## config.mk

```make
export PLATFORM = sky130hd
export DESIGN_NAME = fft16_input_reorder_flat
export DESIGN_NICKNAME = d
export VERILOG_FILES = /design/src/rtl/fft16_input_reorder_if.sv /design/src/rtl/fft16_input_reorder.sv /design/src/flat_wrapper.sv
export SDC_FILE = /design/constraint.sdc
export NUM_CORES = 2
export LEC_CHECK = 0
export BUFFER_PORTS_ARGS = -buffer_cell sky130_fd_sc_hd__buf_4
export CORE_AREA = 2 2 325 327
export CTS_BUF_LIST = sky130_fd_sc_hd__clkbuf_4
export DETAILED_ROUTE_END_ITERATION = 10
export DIE_AREA = 0 0 327 329
export GPL_ROUTABILITY_DRIVEN = 0
export MAX_ROUTING_LAYER = met4
export PLACE_DENSITY = 0.67
export SLEW_MARGIN = 30
export SYNTH_ARGS = -nofsm -noshare
export SYNTH_HDL_FRONTEND = slang
export SYNTH_SLANG_ARGS = --single-unit
```

## constraint.sdc

```tcl
create_clock -name clk -period 14.4 [get_ports clk]
set_input_delay 3.6 -clock clk [delete_from_list [all_inputs] [get_ports clk]]
set_output_delay 3.6 -clock clk [all_outputs]
set_load 0.02 [all_outputs]
```

## src/rtl/fft16_input_reorder_if.sv

```systemverilog
// Stream-in / grouped-out bus of the FFT16 input reorder stage.
// The slave modport is the reorder block's view; master is the producer/consumer side.
interface fft16_input_reorder_if #(
  parameter int IN_W  = 32,
  parameter int OUT_W = 64
);
  logic             in_valid;
  logic             in_ready;
  logic [IN_W-1:0]  in_real;
  logic [IN_W-1:0]  in_imag;
  logic             in_last;
  logic             out_valid;
  logic             out_ready;
  logic [OUT_W-1:0] a_real, a_imag, b_real, b_imag;
  logic [OUT_W-1:0] c_real, c_imag, d_real, d_imag;
  logic [1:0]       out_group;
  logic             out_last;

  modport slave (
    input  in_valid, in_real, in_imag, in_last, out_ready,
    output in_ready, out_valid, out_group, out_last,
    output a_real, a_imag, b_real, b_imag, c_real, c_imag, d_real, d_imag
  );

  modport master (
    output in_valid, in_real, in_imag, in_last, out_ready,
    input  in_ready, out_valid, out_group, out_last,
    input  a_real, a_imag, b_real, b_imag, c_real, c_imag, d_real, d_imag
  );
endinterface

```

## src/rtl/fft16_input_reorder.sv

```systemverilog
// FFT16 input stage: buffers a 16-sample frame and emits four bit-reversed groups of four.
// Define FFT16_IN_PINGPONG_EN for two banks so a new frame fills while the previous one drains.
module fft16_input_reorder #(
  parameter int IN_W  = 32,
  parameter int OUT_W = 64
) (
  input  logic                clk,
  input  logic                rst,
  fft16_input_reorder_if.slave bus,
  output logic                frame_err
);
  // In the ping-pong build FILL/DRAIN describe the read side only.
  typedef enum logic {FILL, DRAIN} state_e;

  state_e           state_q, state_d;
  logic [3:0]       wr_cnt_q, wr_cnt_d;
  logic [1:0]       rd_grp_q, rd_grp_d;
  logic             in_ready_q, in_ready_d;
  logic             out_valid_q, out_valid_d;
  logic             out_last_q, out_last_d;
  logic             frame_err_q, frame_err_d;
  logic [OUT_W-1:0] op_re_q [4];
  logic [OUT_W-1:0] op_re_d [4];
  logic [OUT_W-1:0] op_im_q [4];
  logic [OUT_W-1:0] op_im_d [4];
  logic             in_fire, out_fire, frame_done, ld;
  logic [1:0]       ld_grp;
  logic [3:0]       rd_idx;

`ifdef FFT16_IN_PINGPONG_EN
  logic             wr_bank_q, wr_bank_d;
  logic             wr_full_q, wr_full_d;
  logic             ld_bank, drain_end;
  logic [IN_W-1:0]  mem_re [2][16];
  logic [IN_W-1:0]  mem_im [2][16];
`else
  logic [IN_W-1:0]  mem_re [16];
  logic [IN_W-1:0]  mem_im [16];
`endif

  function automatic logic [3:0] rev4(input logic [3:0] i);
    return {i[0], i[1], i[2], i[3]};
  endfunction

  function automatic logic [OUT_W-1:0] sext(input logic [IN_W-1:0] v);
    return OUT_W'($signed(v));
  endfunction

`ifdef FFT16_IN_PINGPONG_EN
  always_ff @(posedge clk) begin
    if (in_fire) begin
      mem_re[wr_bank_q][wr_cnt_q] <= bus.in_real;
      mem_im[wr_bank_q][wr_cnt_q] <= bus.in_imag;
    end
  end
`else
  always_ff @(posedge clk) begin
    if (in_fire) begin
      mem_re[wr_cnt_q] <= bus.in_real;
      mem_im[wr_cnt_q] <= bus.in_imag;
    end
  end
`endif

  always_comb begin
    in_fire     = bus.in_valid && in_ready_q;
    out_fire    = out_valid_q && bus.out_ready;
    state_d     = state_q;
    wr_cnt_d    = wr_cnt_q;
    rd_grp_d    = rd_grp_q;
    frame_err_d = frame_err_q;
    frame_done  = 1'b0;
    ld          = 1'b0;
    ld_grp      = 2'd0;
    rd_idx      = 4'd0;

    // A short frame is dropped; a 16th sample without in_last still completes the frame.
    if (in_fire) begin
      if (wr_cnt_q == 4'd15) begin
        frame_done = 1'b1;
        wr_cnt_d   = 4'd0;
        if (!bus.in_last) frame_err_d = 1'b1;
      end else if (bus.in_last) begin
        wr_cnt_d    = 4'd0;
        frame_err_d = 1'b1;
      end else begin
        wr_cnt_d = wr_cnt_q + 4'd1;
      end
    end

`ifdef FFT16_IN_PINGPONG_EN
    wr_bank_d = wr_bank_q;
    wr_full_d = wr_full_q;
    ld_bank   = ~wr_bank_q;
    drain_end = out_fire && (rd_grp_q == 2'd3);
    if (out_fire && (rd_grp_q != 2'd3)) begin
      rd_grp_d = rd_grp_q + 2'd1;
      ld       = 1'b1;
      ld_grp   = rd_grp_q + 2'd1;
    end
    // Swap as soon as a full write bank meets an idle (or just-finished) read bank.
    if ((frame_done || wr_full_q) && ((state_q == FILL) || drain_end)) begin
      wr_bank_d = ~wr_bank_q;
      wr_full_d = 1'b0;
      state_d   = DRAIN;
      rd_grp_d  = 2'd0;
      ld        = 1'b1;
      ld_grp    = 2'd0;
      ld_bank   = wr_bank_q;
    end else if (frame_done || wr_full_q) begin
      wr_full_d = 1'b1;
    end else if (drain_end) begin
      state_d  = FILL;
      rd_grp_d = 2'd0;
    end
    in_ready_d = !wr_full_d;
`else
    if (frame_done) begin
      state_d  = DRAIN;
      rd_grp_d = 2'd0;
      ld       = 1'b1;
      ld_grp   = 2'd0;
    end else if (out_fire) begin
      if (rd_grp_q == 2'd3) begin
        state_d  = FILL;
        rd_grp_d = 2'd0;
      end else begin
        rd_grp_d = rd_grp_q + 2'd1;
        ld       = 1'b1;
        ld_grp   = rd_grp_q + 2'd1;
      end
    end
    in_ready_d = (state_d == FILL);
`endif

    out_valid_d = (state_d == DRAIN);
    out_last_d  = (state_d == DRAIN) && (rd_grp_d == 2'd3);

    for (int k = 0; k < 4; k++) begin
      op_re_d[k] = op_re_q[k];
      op_im_d[k] = op_im_q[k];
      if (ld) begin
        rd_idx = rev4({ld_grp, 2'(k)});
`ifdef FFT16_IN_PINGPONG_EN
        op_re_d[k] = sext(mem_re[ld_bank][rd_idx]);
        op_im_d[k] = sext(mem_im[ld_bank][rd_idx]);
`else
        op_re_d[k] = sext(mem_re[rd_idx]);
        op_im_d[k] = sext(mem_im[rd_idx]);
`endif
      end
    end
  end

  always_ff @(posedge clk) begin
    if (rst) begin
      state_q     <= FILL;
      wr_cnt_q    <= 4'd0;
      rd_grp_q    <= 2'd0;
      in_ready_q  <= 1'b0;
      out_valid_q <= 1'b0;
      out_last_q  <= 1'b0;
      frame_err_q <= 1'b0;
      for (int k = 0; k < 4; k++) begin
        op_re_q[k] <= '0;
        op_im_q[k] <= '0;
      end
`ifdef FFT16_IN_PINGPONG_EN
      wr_bank_q <= 1'b0;
      wr_full_q <= 1'b0;
`endif
    end else begin
      state_q     <= state_d;
      wr_cnt_q    <= wr_cnt_d;
      rd_grp_q    <= rd_grp_d;
      in_ready_q  <= in_ready_d;
      out_valid_q <= out_valid_d;
      out_last_q  <= out_last_d;
      frame_err_q <= frame_err_d;
      for (int k = 0; k < 4; k++) begin
        op_re_q[k] <= op_re_d[k];
        op_im_q[k] <= op_im_d[k];
      end
`ifdef FFT16_IN_PINGPONG_EN
      wr_bank_q <= wr_bank_d;
      wr_full_q <= wr_full_d;
`endif
    end
  end

  assign bus.in_ready  = in_ready_q;
  assign bus.out_valid = out_valid_q;
  assign bus.out_group = rd_grp_q;
  assign bus.out_last  = out_last_q;
  assign bus.a_real    = op_re_q[0];
  assign bus.a_imag    = op_im_q[0];
  assign bus.b_real    = op_re_q[1];
  assign bus.b_imag    = op_im_q[1];
  assign bus.c_real    = op_re_q[2];
  assign bus.c_imag    = op_im_q[2];
  assign bus.d_real    = op_re_q[3];
  assign bus.d_imag    = op_im_q[3];
  assign frame_err     = frame_err_q;
endmodule

```

## src/flat_wrapper.sv

```systemverilog
// flat-port wrapper written by rule: the top's interface ports become plain ports
module fft16_input_reorder_flat 
#(
  parameter int IN_W  = 32,
  parameter int OUT_W = 64
)
  (clk, rst, frame_err, bus_in_valid, bus_in_real, bus_in_imag, bus_in_last, bus_out_ready, bus_in_ready, bus_out_valid, bus_out_group, bus_out_last, bus_a_real, bus_a_imag, bus_b_real, bus_b_imag, bus_c_real, bus_c_imag, bus_d_real, bus_d_imag);
  fft16_input_reorder_if #(.IN_W(IN_W), .OUT_W(OUT_W)) bus_i ();
  input  logic clk;
  input  logic rst;
  output logic frame_err;
  input wire logic [$bits(bus_i.in_valid)-1:0] bus_in_valid;
  input wire logic [$bits(bus_i.in_real)-1:0] bus_in_real;
  input wire logic [$bits(bus_i.in_imag)-1:0] bus_in_imag;
  input wire logic [$bits(bus_i.in_last)-1:0] bus_in_last;
  input wire logic [$bits(bus_i.out_ready)-1:0] bus_out_ready;
  output wire logic [$bits(bus_i.in_ready)-1:0] bus_in_ready;
  output wire logic [$bits(bus_i.out_valid)-1:0] bus_out_valid;
  output wire logic [$bits(bus_i.out_group)-1:0] bus_out_group;
  output wire logic [$bits(bus_i.out_last)-1:0] bus_out_last;
  output wire logic [$bits(bus_i.a_real)-1:0] bus_a_real;
  output wire logic [$bits(bus_i.a_imag)-1:0] bus_a_imag;
  output wire logic [$bits(bus_i.b_real)-1:0] bus_b_real;
  output wire logic [$bits(bus_i.b_imag)-1:0] bus_b_imag;
  output wire logic [$bits(bus_i.c_real)-1:0] bus_c_real;
  output wire logic [$bits(bus_i.c_imag)-1:0] bus_c_imag;
  output wire logic [$bits(bus_i.d_real)-1:0] bus_d_real;
  output wire logic [$bits(bus_i.d_imag)-1:0] bus_d_imag;
  assign bus_i.in_valid = bus_in_valid;
  assign bus_i.in_real = bus_in_real;
  assign bus_i.in_imag = bus_in_imag;
  assign bus_i.in_last = bus_in_last;
  assign bus_i.out_ready = bus_out_ready;
  assign bus_in_ready = bus_i.in_ready;
  assign bus_out_valid = bus_i.out_valid;
  assign bus_out_group = bus_i.out_group;
  assign bus_out_last = bus_i.out_last;
  assign bus_a_real = bus_i.a_real;
  assign bus_a_imag = bus_i.a_imag;
  assign bus_b_real = bus_i.b_real;
  assign bus_b_imag = bus_i.b_imag;
  assign bus_c_real = bus_i.c_real;
  assign bus_c_imag = bus_i.c_imag;
  assign bus_d_real = bus_i.d_real;
  assign bus_d_imag = bus_i.d_imag;
  fft16_input_reorder #(.IN_W(IN_W), .OUT_W(OUT_W)) u_core (.clk(clk), .rst(rst), .bus(bus_i), .frame_err(frame_err));
endmodule
```

# Word level (Yosys, flattened, before mapping)

Memories as Yosys holds them, arrays and structs flattened.
Index checks and enable logic that the tools add are counted.

Bits in registers: 10
Bits in latches: 0
RAM bits: 1536
Memory bits (read-only): 0
Bits of input ports: 69
Output and inout bits: 518
Word-level logic and storage cells: 69
Memories kept: 4

$add $sub $neg: 2
$mul: 0
Div/mod/pow operators: 0
$lt $le $gt $ge: 0
Eq/ne operators: 4
Shifts and indexed selects: 0
Mux-type cells: 39
Bitwise logic cells: 9
Reductions and logical operators: 5

Memory list:

| memory         | depth | bits a word | read ports | clocked after Yosys merged registers in | write ports | RTL line                  | RTL |
|---|---|---|---|---|---|---|---|
| u_core.mem_im  | 16    | 32          | 4          | 0                                       | 1           | fft16_input_reorder.sv:38 | `logic [IN_W-1:0] mem_im [16];` |
| u_core.mem_re  | 16    | 32          | 4          | 0                                       | 1           | fft16_input_reorder.sv:37 | `logic [IN_W-1:0] mem_re [16];` |
| u_core.op_im_q | 4     | 64          | 4          | 0                                       | 4           | fft16_input_reorder.sv:24 | `logic [OUT_W-1:0] op_im_q [4];` |
| u_core.op_re_q | 4     | 64          | 4          | 0                                       | 4           | fft16_input_reorder.sv:22 | `logic [OUT_W-1:0] op_re_q [4];` |

Operator list:

| operator                                     | number |
|---|---|
| 2-to-1 mux 64 bit                            | 16 |
| 2-to-1 mux 1 bit                             | 16 |
| 2-to-1 mux 2 bit                             | 5 |
| 2-to-1 mux 4 bit                             | 2 |
| OR 1 bit                                     | 8 |
| adder 4 x 1 -> 4 bit (second input constant) | 1 |
| equality test 2 bit (second input constant)  | 2 |
| equality test 4 bit (second input constant)  | 1 |
| logical AND 1 bit                            | 3 |
| AND reduction 3 bit                          | 1 |
| adder 2 x 1 -> 2 bit (second input constant) | 1 |
| != test 2 bit (second input constant)        | 1 |
| nonzero test 2 bit                           | 1 |
| NOT 1 bit                                    | 1 |

# Depth between registers and ports, before layout

An unclocked memory read counts as a cell.

Depth in word-level cells: 7
Gate-level depth with buffers: 8
Mapped depth without buffers: 6

# Worst setup path after synthesis

Ideal clock, no wire load.

Path type: input port to flip-flop
From: input port bus_in_valid
To: memory u_core.mem_im[1][0] (enable)
Setup time: 0.565 ns
Arrival: 8.243 ns
Data required time: 13.835 ns
Setup slack: 5.592 ns
Stages: 3
Path buffers: 0
Cells stage by stage: and2_1 > nand2_1 > nor3_1

Longest elaborated chain between the ends: 3

RTL lines:

| item                                   | RTL line                  | RTL |
|---|---|---|
| start, declared                        | flat_wrapper.sv:12        | `input wire logic [$bits(bus_i.in_valid)-1:0] bus_in_valid;` |
| logical AND 1 bit                      | fft16_input_reorder.sv:66 | `in_fire = bus.in_valid && in_ready_q;` |
| 2-to-1 mux 1 bit                       | fft16_input_reorder.sv:58 | `if (in_fire) begin` |
| 2-to-1 mux 1 bit (not written as such) | fft16_input_reorder.sv:60 | `mem_im[wr_cnt_q] <= bus.in_imag;` |
| end, declared                          | fft16_input_reorder.sv:38 |  |

Every way passes these cells.

==> results.md <==
- Multi-input gate area: 0.01062 mm^2
- Max frequency: 168.1 MHz
- Residual DRC: 0
- Sum Neg Setup Slack: 0 ns
- Mapped Area: 0.04963 mm^2
- Clk_lat worst skew: 1.18 ns
- Dominant cell type by area after synthesis: edfxtp_1
- Clk sinks: 1290
- Fin nets: 3705
- Synth Area in XOR/XNOR: 0.01765%
- Final Util: 55.27%
- Synthesized flop and latch total: 1290
- Asr flop ratio synth: 0%
- Input/output buffers: 586
- Total CTS buffers: 337
- Skew final: 0.1133 ns
- Fin. Hold Viols: 0
- Crit path time final: 5.948 ns
- Leakage: 21.89 nW
- Largest family of logic cells by synthesized area: compound AO/OA/AOI/OAI gates
- Pre-CTS WS: 7.380 ns
- Global-route wire length before repair: 181.4 mm
- Hold WC Path Type: reg -> reg
- Adder-cell share of the synthesized area: 0.1260%
- Power density cells: 125.7 mW/mm^2
- Mapped Avg Cell Area: 15.98 um^2
- GRT Util Overall: 23.35%
- First-pass DRT Iterations: 6
- Max-cap violations: 0
- Worst EP arrival: 6.98 ns
- Drt wl/cell: 23.80 um
- DP Area: 0.05332 mm^2
- Yosys warnings: 0
- Cells after synthesis: 3105
- Root buffer cell: clkbuf_4
- VDD IR max: 0.05962 mV
- Antenna violations before repair: 4
- DPL Wire Length: 66.21 mm
- Clock slew seen by the registers of the worst setup and hold paths: 0.06 ns
- GR Overflow Total: 0
- Layout cells sized above 1: 38.07%
- Simple-gate share of the synthesized area: 4.384%
- Number of global-route vias before repair: 28563
- Via Count: 28919
- Synth-to-Final Area Change: 16.24%
- Synth Area in Compound Gates: 9.262%
- Tot Pwr: 7.252 mW
- Worst-Margin Slew: 1.028 ns
- CTS tree: done
- Htree depth: 5
- Share of the synthesized area in the top cell type: 61.96%
- Chip height: 329 um
- Final worst slack: 8.452 ns
- Chip width: 327 um
- Fin crit share: 41.30%
- Slew Limit Fails: 0
- RSZ-0062 raised after global routing: false
- Syn Nets: 3179
- Post-CTS Resized: 0
- Largest net degree at the start of global routing: 79
- Die area: 0.1076 mm^2
- Filler cells: 8365
- Worst Setup Start Kind: input pin
- Commonest cells in the netlist: 1024 x edfxtp_1, 520 x nand2_1, 282 x buf_4
- Cells after DPL: 4681
- Vias/cell: 5.483
- Initial DRC Count: 2683
- CTS Hold Bufs: 0
- CP Class: in -> reg
- Final setup fails: 0
- Register area share after synthesis: 72.69%
- WL final: 125.5 mm
- Worst-path maximum fanout: 66
- Mux cell area share after synthesis: 7.288%
- Worst hold slack: 0.4251 ns
- Post-CTS Setup Repair Bufs: 0
- Non-Filler Instances: 5274
- Status: completed
- Antenna viol nets, final: 0
- Total area of sequential cells: 0.03609 mm^2
- CTS Buffer Depth: 4
- Synth Flop Type: edfxtp_1
- Most common cell in the synthesized netlist: edfxtp_1
- Post-synth EDFFs: 1024
- Top cells by area, synth: edfxtp_1 62%, dfxtp_1 11%, mux2_4 5.9%
- IO Pins: 587
- Critical Path Sink Type: register
- Number of core rows: 119
- Core area: 0.1044 mm^2
- Initial Utilization: 47.55%
- Fin area: 0.05769 mm^2
- Crit path required time: 15.43 ns
- Max-slew headroom: 31.44%
- Synth cell types: 43
-- worst paths after layout --
kind / from / to / slack [ns] / depth (start not counted)
setup / recovery: rst / u_core.op_im_q[0][28]$_SDFFE_PP0P_ / 8.45 / 7
hold / removal: u_core.mem_re[4][4]$_DFFE_PP_ / u_core.op_re_q[2][4]$_SDFFE_PP0P_ / 0.43 / 2
setup reg to reg: u_core.bus.out_group[0]$_SDFF_PP0_ / u_core.op_re_q[3][29]$_SDFFE_PP0P_ / 9.75 / 7
hold reg to reg: u_core.mem_re[4][4]$_DFFE_PP_ / u_core.op_re_q[2][4]$_SDFFE_PP0P_ / 0.43 / 2
-- cell families (layout without fill, tap and decap cells) --
family | after synthesis | after routing
muxes | 256 | 256
xor gates and xnor gates | 1 | 1
AOI/OAI and AO/OA | 529 | 529
adders and majority gates | 5 | 5
and+or+nand+nor | 561 | 561
DFF | 1290 | 1290
buffers and inverters | 463 | 1235
other | 0 | 6
-- cell usage in the layout, fill, tap and decap left out, drive strengths merged, types with 2 or more instances in the layout --
cell,count
nand2b,2
buf,645
o21ai,4
edfxtp,1024
clkbuf,527
bufinv,4
nand3,2
nor2,15
inv,7
clkinv,52
ha,5
diode,6
o221a,256
dfxtp,266
a21oi,7
nor4,2
nor3,10
nand2,521
o22ai,255
mux2,255
-- layout make-up --
type | count | area share, %
clock buffer | 527 | 6.858
tap | 1391 | 3.017
multi-input combinational | 1352 | 18.40
sequential | 1290 | 62.56
timing repair buffer | 645 | 8.532
antenna | 6 | 0.02603
inverter | 5 | 0.03687
clock inverter | 58 | 0.5747
-- state kept, by name (all words and copies together), names as in the netlist --
name	count
u_core.op_re_q	128
u_core.frame_err	1
u_core.bus.out_group	2
u_core.bus.out_last	1
u_core.mem_im	512
u_core.bus.in_ready	1
u_core.op_im_q	128
u_core.state_q	1
u_core.mem_re	512
u_core.wr_cnt_q	4
-- metal layers --
metal | track usage, % | part of all wire [%] | wire length (um) | up-vias
li1 | - | - | - | 12983
met1 | 30.04 | 42 | 53130 | 14584
met2 | 36.94 | 49 | 61610 | 1193
met3 | 5.257 | 6.8 | 8512 | 159
met4 | 7.569 | 1.8 | 2252 | 0
met5 | - | 0 | 0 | -
-- where the power goes --
group | switching, mW | internal [mW]
clock | 1.41 | 1.72
combinational | 0.0729 | 0.0164
sequential | 0.00318 | 4.02
-- worst max-delay path: stages --
cell	delay [ns]
buf_4	0.16
and4bb_4	0.93
buf_4	0.85
buf_4	0.79
o221a_1	0.33
o22ai_1	0.07
nand2_1	0.09
(Power assumes the default switching activity.)
